[src/rtl/simple_rx_mcdma_stall_monitor.sv]
// Stall/deadlock monitor for the AXI-Stream slave port of the Rx MCDMA.
// Flags a block when one channel's beat sits unaccepted for THRESHOLD cycles while the core is busy.
module simple_rx_mcdma_stall_monitor #(
  parameter int NUM_CH    = 4,
  parameter int CH_W      = 2,
  parameter int THRESHOLD = 1024,
  parameter int CNT_W     = 16
) (
  input  logic             clock_i,
  input  logic             reset_i,
  input  logic             s_axis_tvalid_i,
  input  logic             s_axis_tready_i,
  input  logic [CH_W-1:0]  s_axis_tdest_i,
  input  logic             inst_idle_i,
  input  logic             block_clear_i,
  output logic             block_o,
  output logic [CH_W-1:0]  block_ch_o,
  output logic [CNT_W-1:0] stall_cycles_o,
  output logic [7:0]       block_count_o
);

  if (NUM_CH > (1 << CH_W)) begin : g_ch_w_check
    $error("CH_W too narrow for NUM_CH");
  end
  if (THRESHOLD < 2 || (64'(1) << CNT_W) <= 64'(THRESHOLD)) begin : g_cnt_w_check
    $error("THRESHOLD must be >= 2 and below 2**CNT_W");
  end

  typedef enum logic [1:0] {
    S_IDLE    = 2'd0,
    S_WATCH   = 2'd1,
    S_BLOCKED = 2'd2
  } state_e;

  localparam logic [CNT_W-1:0] THRESH_M1 = CNT_W'(THRESHOLD - 1);
  localparam logic [CNT_W-1:0] CNT_MAX   = {CNT_W{1'b1}};

  state_e           state_q, state_d;
  logic [CNT_W-1:0] cnt_q, cnt_d;
  logic [CH_W-1:0]  cur_ch_q, cur_ch_d;
  logic             block_q, block_d;
  logic [CH_W-1:0]  block_ch_q, block_ch_d;
  logic [7:0]       block_count_q, block_count_d;

  logic stall, progress;

  assign stall    = s_axis_tvalid_i & ~s_axis_tready_i & ~inst_idle_i;
  assign progress = s_axis_tvalid_i & s_axis_tready_i;

  always_comb begin
    state_d       = state_q;
    cnt_d         = cnt_q;
    cur_ch_d      = cur_ch_q;
    block_ch_d    = block_ch_q;
    block_count_d = block_count_q;

    case (state_q)
      S_IDLE: begin
        cnt_d = '0;
        if (stall) begin
          state_d  = S_WATCH;
          cnt_d    = CNT_W'(1);
          cur_ch_d = s_axis_tdest_i;
        end
      end

      S_WATCH: begin
        if (stall && s_axis_tdest_i == cur_ch_q) begin
          cnt_d = cnt_q + CNT_W'(1);
          if (cnt_q == THRESH_M1) begin
            state_d    = S_BLOCKED;
            block_ch_d = cur_ch_q;
            if (block_count_q != 8'hFF) block_count_d = block_count_q + 8'd1;
          end
        end else if (stall) begin
          // tdest moved while a beat was pending: restart the run on the new channel
          cnt_d    = CNT_W'(1);
          cur_ch_d = s_axis_tdest_i;
        end else begin
          state_d = S_IDLE;
          cnt_d   = '0;
        end
      end

      S_BLOCKED: begin
        // tvalid low alone keeps the block: the core has not drained yet
        if (progress || inst_idle_i || block_clear_i) begin
          state_d = S_IDLE;
          cnt_d   = '0;
        end else if (stall && cnt_q != CNT_MAX) begin
          cnt_d = cnt_q + CNT_W'(1);
        end
      end

      default: begin
        state_d = S_IDLE;
        cnt_d   = '0;
      end
    endcase

    block_d = (state_d == S_BLOCKED);
  end

  always_ff @(posedge clock_i) begin
    if (reset_i) begin
      state_q       <= S_IDLE;
      cnt_q         <= '0;
      cur_ch_q      <= '0;
      block_q       <= 1'b0;
      block_ch_q    <= '0;
      block_count_q <= '0;
    end else begin
      state_q       <= state_d;
      cnt_q         <= cnt_d;
      cur_ch_q      <= cur_ch_d;
      block_q       <= block_d;
      block_ch_q    <= block_ch_d;
      block_count_q <= block_count_d;
    end
  end

  assign block_o        = block_q;
  assign block_ch_o     = block_ch_q;
  assign stall_cycles_o = cnt_q;
  assign block_count_o  = block_count_q;

endmodule

[config.mk]
export PLATFORM = sky130hd
export DESIGN_NAME = simple_rx_mcdma_stall_monitor
export DESIGN_NICKNAME = d
export VERILOG_FILES = /design/src/rtl/simple_rx_mcdma_stall_monitor.sv
export SDC_FILE = /design/constraint.sdc
export NUM_CORES = 1
export LEC_CHECK = 0
export BUFFER_PORTS_ARGS = -buffer_cell sky130_fd_sc_hd__buf_2
export CAP_MARGIN = 20
export CORE_ASPECT_RATIO = 0.6
export CORE_MARGIN = 2
export CORE_UTILIZATION = 30
export DETAILED_ROUTE_END_ITERATION = 8
export GPL_TIMING_DRIVEN = 1
export MAX_ROUTING_LAYER = met4
export REMOVE_ABC_BUFFERS = 1
export SYNTH_ARGS = -nofsm -noshare
export SYNTH_HDL_FRONTEND = slang
export SYNTH_SLANG_ARGS = --single-unit
[constraint.sdc]
create_clock -name clock_i -period 2.5 [get_ports clock_i]
set_clock_uncertainty 0.2 [all_clocks]
set_input_delay 0.5 -clock clock_i [delete_from_list [all_inputs] [get_ports clock_i]]
set_output_delay 0.5 -clock clock_i [all_outputs]
set_load 0.02 [all_outputs]
# Yosys cells after proc, flatten, opt, wreduce, memory -nomap -nowiden
# Cells that the tools add are included.
# totals
romBits,0
n_memories,0
inputBits,8
elab_cells,45
ff_bits,31
ramBits,0
out_inout_bits,27
latch_bits,0
# op_classes
bitwise,5
n_mux,14
eq_ne,9
reduce_logical,9
shift,0
n_div,0
mul,0
order_cmp,0
n_addsub,2
# ops
operator,n
$mux 16,3
$pmux 16 s3,1
$add 16x1->16 const B,1
$eq 16x10->1 const B,1
$ne 16x16->1 const B,1
$mux 2,7
$add 8x1->8 const B,1
$ne 8x8->1 const B,1
$pmux 2 s3,1
$eq 2x2->1 const B,2
$pmux 2 s2,1
$reduce_and 4->1,1
$and 1x1->1,3
$ne 3x3->1 const B,1
$reduce_and 3->1,1
$eq 2x1->1 const B,1
$eq 2x2->1,1
$logic_and 1x1->1,2
$logic_not 2->1,1
$logic_or 1x1->1,2
$ne 2x2->1 const B,1
$not 1->1,2
$reduce_and 2->1,1
$reduce_bool 2->1,1
$mux 1,1

# Depth between registers and ports, before layout
# logic_depth
ltp_word,7
mapped_depth,8
depth_no_buf,6

# Worst setup path before layout
# OpenSTA, ideal clock, no wires.
# synth_timing
path_kind,input to register
start,input port s_axis_tready_i
end,register block_count_q[5] (netlist: block_count_o[5])
setup_ps,121
stages,6
slack_ps,-254
t_arrival_ps,2433
required_time_ps,2179
path_cell_list,or3b_4 -> or2_4 -> or4_1 -> clkbuf_2 -> nor4_1 -> mux2_2
# synth_via
elab_chain_cells,5
# synth_lines
item,line_no,text
"start, declared",12,"input logic s_axis_tready_i,"
$not 1->1,47,assign stall = s_axis_tvalid_i & ~s_axis_tready_i & ~inst_idle_i;
$and 1x1->1 (2 in series),47,
$logic_and 1x1->1,68,if (stall && s_axis_tdest_i == cur_ch_q) begin
$reduce_and 4->1 (no source line),n/a,
"end signal, assigned",118,block_count_q <= block_count_d;
"end, declared",43,"logic [7:0] block_count_q, block_count_d;"
# No other way between the ends.
# A chain may end at the register's enable or synchronous reset.

# Final worst setup path
# layout_timing
start,register cnt_q[1] (netlist: stall_cycles_o[1])
end,register block_count_q[7] (netlist: block_count_o[7])
# layout_via
elab_chain_cells,2
# layout_lines
item,line_no,text
"start, declared",39,"logic [CNT_W-1:0] cnt_q, cnt_d;"
"start signal, assigned",114,cnt_q <= cnt_d;
$eq 16x10->1,70,if (cnt_q == THRESH_M1) begin
$reduce_and 4->1 (no source line),n/a,
# No other way between the ends.

==> impl_metrics.yaml <==
route:
  drcViolationCount: 0
  wl_per_cell_um: 13.17
  vias: 1666
  ant_nets: 0
  totalWireLength_um: 4411
  routed_via_density: 4.973
  drt-pass1-iter-count: 4
  drt_iter0_markers: 122
clocking:
  insertion_delay_ns: 0.29
  clk_pin_slew_ns: 0.07
  ctsHoldBuffers: 0
  cts_tree: "built"
  cts_made_buffers: 5
  cts_root_buf: "clkbuf_8"
  h-tree-depth: 2
  cts_num_sinks: 31
  cts.path.max_buffers: 2
place:
  dp.cells: 325
  gp_congestion: 0.8524
  portBuffers: 34
  hpwlAfterDp_um: 3300
floorplan:
  start_util_pct: 31.16
  num_rows: 20
  dieArea_sq_um: 5892
  pin_count: 35
  die_h_um: 60.27
  die_w_um: 97.77
  core-area_sq_um: 5080
synthesis:
  yosysUniqueCellTypes: 47
  seq_area_frac_synth_pct: 39.21
  syn-cell-area_sq_um: 1583
  avgSynthCellArea_sq_um: 8.464
  synth_edf_count: 0
  synth_top_flop_cell: "dfxtp_1"
  post_synth_inst_count: 187
  synth-seq-cells: 31
  synth.yosys.warnings: 0
  synthArstFlopShare_pct: 0
setup_path:
  critPathKind: "reg2reg"
  max_stage_delay_ns: 0.63
  startpoint_type: "flip-flop"
  critPathMaxFanout: 8
  arrival_ns: 2.52
  worstPathBufferInverterCount: 0
  cp_slowest_cell: "or4_4"
  critPathTopFamily: "simple AND/OR/NAND/NOR gates"
  regToRegStartpoint: "stall_cycles_o[1]"
  cp-end-kind: "flip-flop"
  path_cells: "ha_4 > nand2_2 > or3_4 > or4_4 > nor4_2 > mux2_2"
  cp_data_required_time_ns: 2.48
  cp-startpoint: "stall_cycles_o[1]"
sta:
  fin_ws_ns: -0.04277
  period_needed_ns: 2.543
  rsz0062_at_grt: "yes"
  tns_ns: -0.09156
  whs_ns: 0.2496
  finalCritPeriodShare_pct: 101.7
  tightest_slew_ns: 0.7452
  final-hold-violation-count: 0
  fmax_mhz: 393.3
  relSlewSlack_pct: 50.13
  setup_viol: 3
  drv_slew: 0
grt:
  antenna_found_initial: 0
  gr-total-overflow: 0
  grt_pass1_vias: 1451
  grt_pass1_wl_um: 7155
  grt_max_degree: 25
  grt_usage_pct: 15.74
status:
  violations: "negative setup slack"
  status: "finished with violations"
layout:
  final_common_cell: "buf_4"
  final_cell_mix: "buf_4 (43), buf_2 (34), dfxtp_1 (29), nand2_1 (21)"
  area_delta_synth_final_pct: 46.40
  fin_cells: 335
  drive_gt1_share_pct: 40.15
  nets: 278
  antenna_cells: 0
  finish.utilization_pct: 45.62
flow_run:
  drv_cap: 0
power_and_ir_drop:
  power_frac_comb_pct: 4.2
  p_sw_w: 0.0002187
  total_leakage_power_nw: 0.9368
  peakVddDrop_v: 0.0002160
  pwr-share-seq_pct: 50.5
  pwr-share-clk_pct: 45.4
  internal_power_w: 0.0007670
  fin_total_pwr_w: 0.0009857
  powerDensity_nw_per_um2: 425.4
  swShare_pct: 22.19
hold_path:
  hold_path_class: "reg2reg"
  hold_start: "block_ch_o[1]"
power groups by stage:
stage	Sequential [W]	Clock, W	Combinational, W
floorplan	0.000509	0	0.0000128
global placement	0.000508	0	0.0000394
detailed placement	0.000508	0	0.0000398
CTS	0.000497	0.000454	0.0000402
global route	0.000497	0.000481	0.0000445
finish	0.000497	0.000447	0.0000412
worst paths after layout:
| path | slack (ns) | cells past startpoint | to |
|---|---|---|---|
| max | -0.04 | 6 | block_count_o[7] |
| min reg2reg | 0.25 | 2 | block_ch_o[1] |
| max reg2reg | -0.04 | 6 | block_count_o[7] |
| min | 0.25 | 2 | block_ch_o[1] |
synth_stat cells, types with 3 or more instances:
library cell,n,area (sq um)
o21ai_0,8,40.04
nor2_1,15,56.30
nand2_1,22,82.58
a21oi_1,15,75.07
nor3_1,6,30.03
o211ai_1,3,22.52
nor4_1,4,25.02
nand4_1,3,18.77
or3_1,3,18.77
or4_1,8,60.06
inv_1,3,11.26
and3_1,3,18.77
nor4b_1,3,26.28
dfxtp_1,31,620.6
nand3_1,12,60.06
xnor2_1,5,43.79
o31ai_1,3,22.52
xor2_1,4,35.03
kinds of logic after synthesis:
| logic type | Yosys count | synth area share (%) |
|---|---|---|
| AND/OR/NAND/NOR | 91 | 30.91 |
| XOR/XNOR | 9 | 4.980 |
| flip-flops | 31 | 39.21 |
| AO/OA/AOI/OAI | 43 | 17.71 |
| multiplexers | 3 | 2.055 |
| adder cells (fa/ha/maj) | 2 | 1.581 |
| buffers and inverters | 8 | 3.557 |
metrics by stage:
stage          setup slack (ns)  cell area [sq um]
2_1_floorplan           -0.3670               1538
3_5_place_dp            -0.4977               2113
5_1_grt                 -0.1034               2317
6_report               -0.04277               2317
4_1_cts                -0.07203               2235
3_3_place_gp            -0.4490               2113
worst min-delay path, delay by kind of cell, from the launching register on:
kind / cells / cell delay [ns]
AOI/OAI and AO/OA: 1 / 0.05
and+or+nand+nor: 1 / 0.05
DFF: 1 / 0.31
area by class of cell:
class	count	area, sq um
inverters	3	11.26
clock buffers	7	96.34
well taps	66	82.58
fillers	514	2763
multi-input cells	148	980.9
clock inverters	1	7.507
repair buffers	79	515.5
flip-flops and latches	31	623.1
registers in the layout, indices dropped and copies added (netlist names):
signal / count
block_ch_o: 2
block_o: 1
state_q: 2
cur_ch_q: 2
stall_cycles_o: 16
block_count_o: 8
layer usage:
metal	up-vias	wire (um)	share of wire, %	global-route usage (%)
li1	864	-	-	-
met1	755	2575	58	24.49
met2	42	1555	35	18.82
met3	5	245	5.6	4.327
met4	0	35	0.79	4.167
met5	-	0	0	-
timing repair:
action                                 CTS  global route
pin swaps                                0             8
setup buffers                            0             2
endpoints found under the hold margin    0             0
gates resized for setup                  4            16
setup endpoints to repair                8             8
Note: power is estimated with default switching activity, not from simulation.
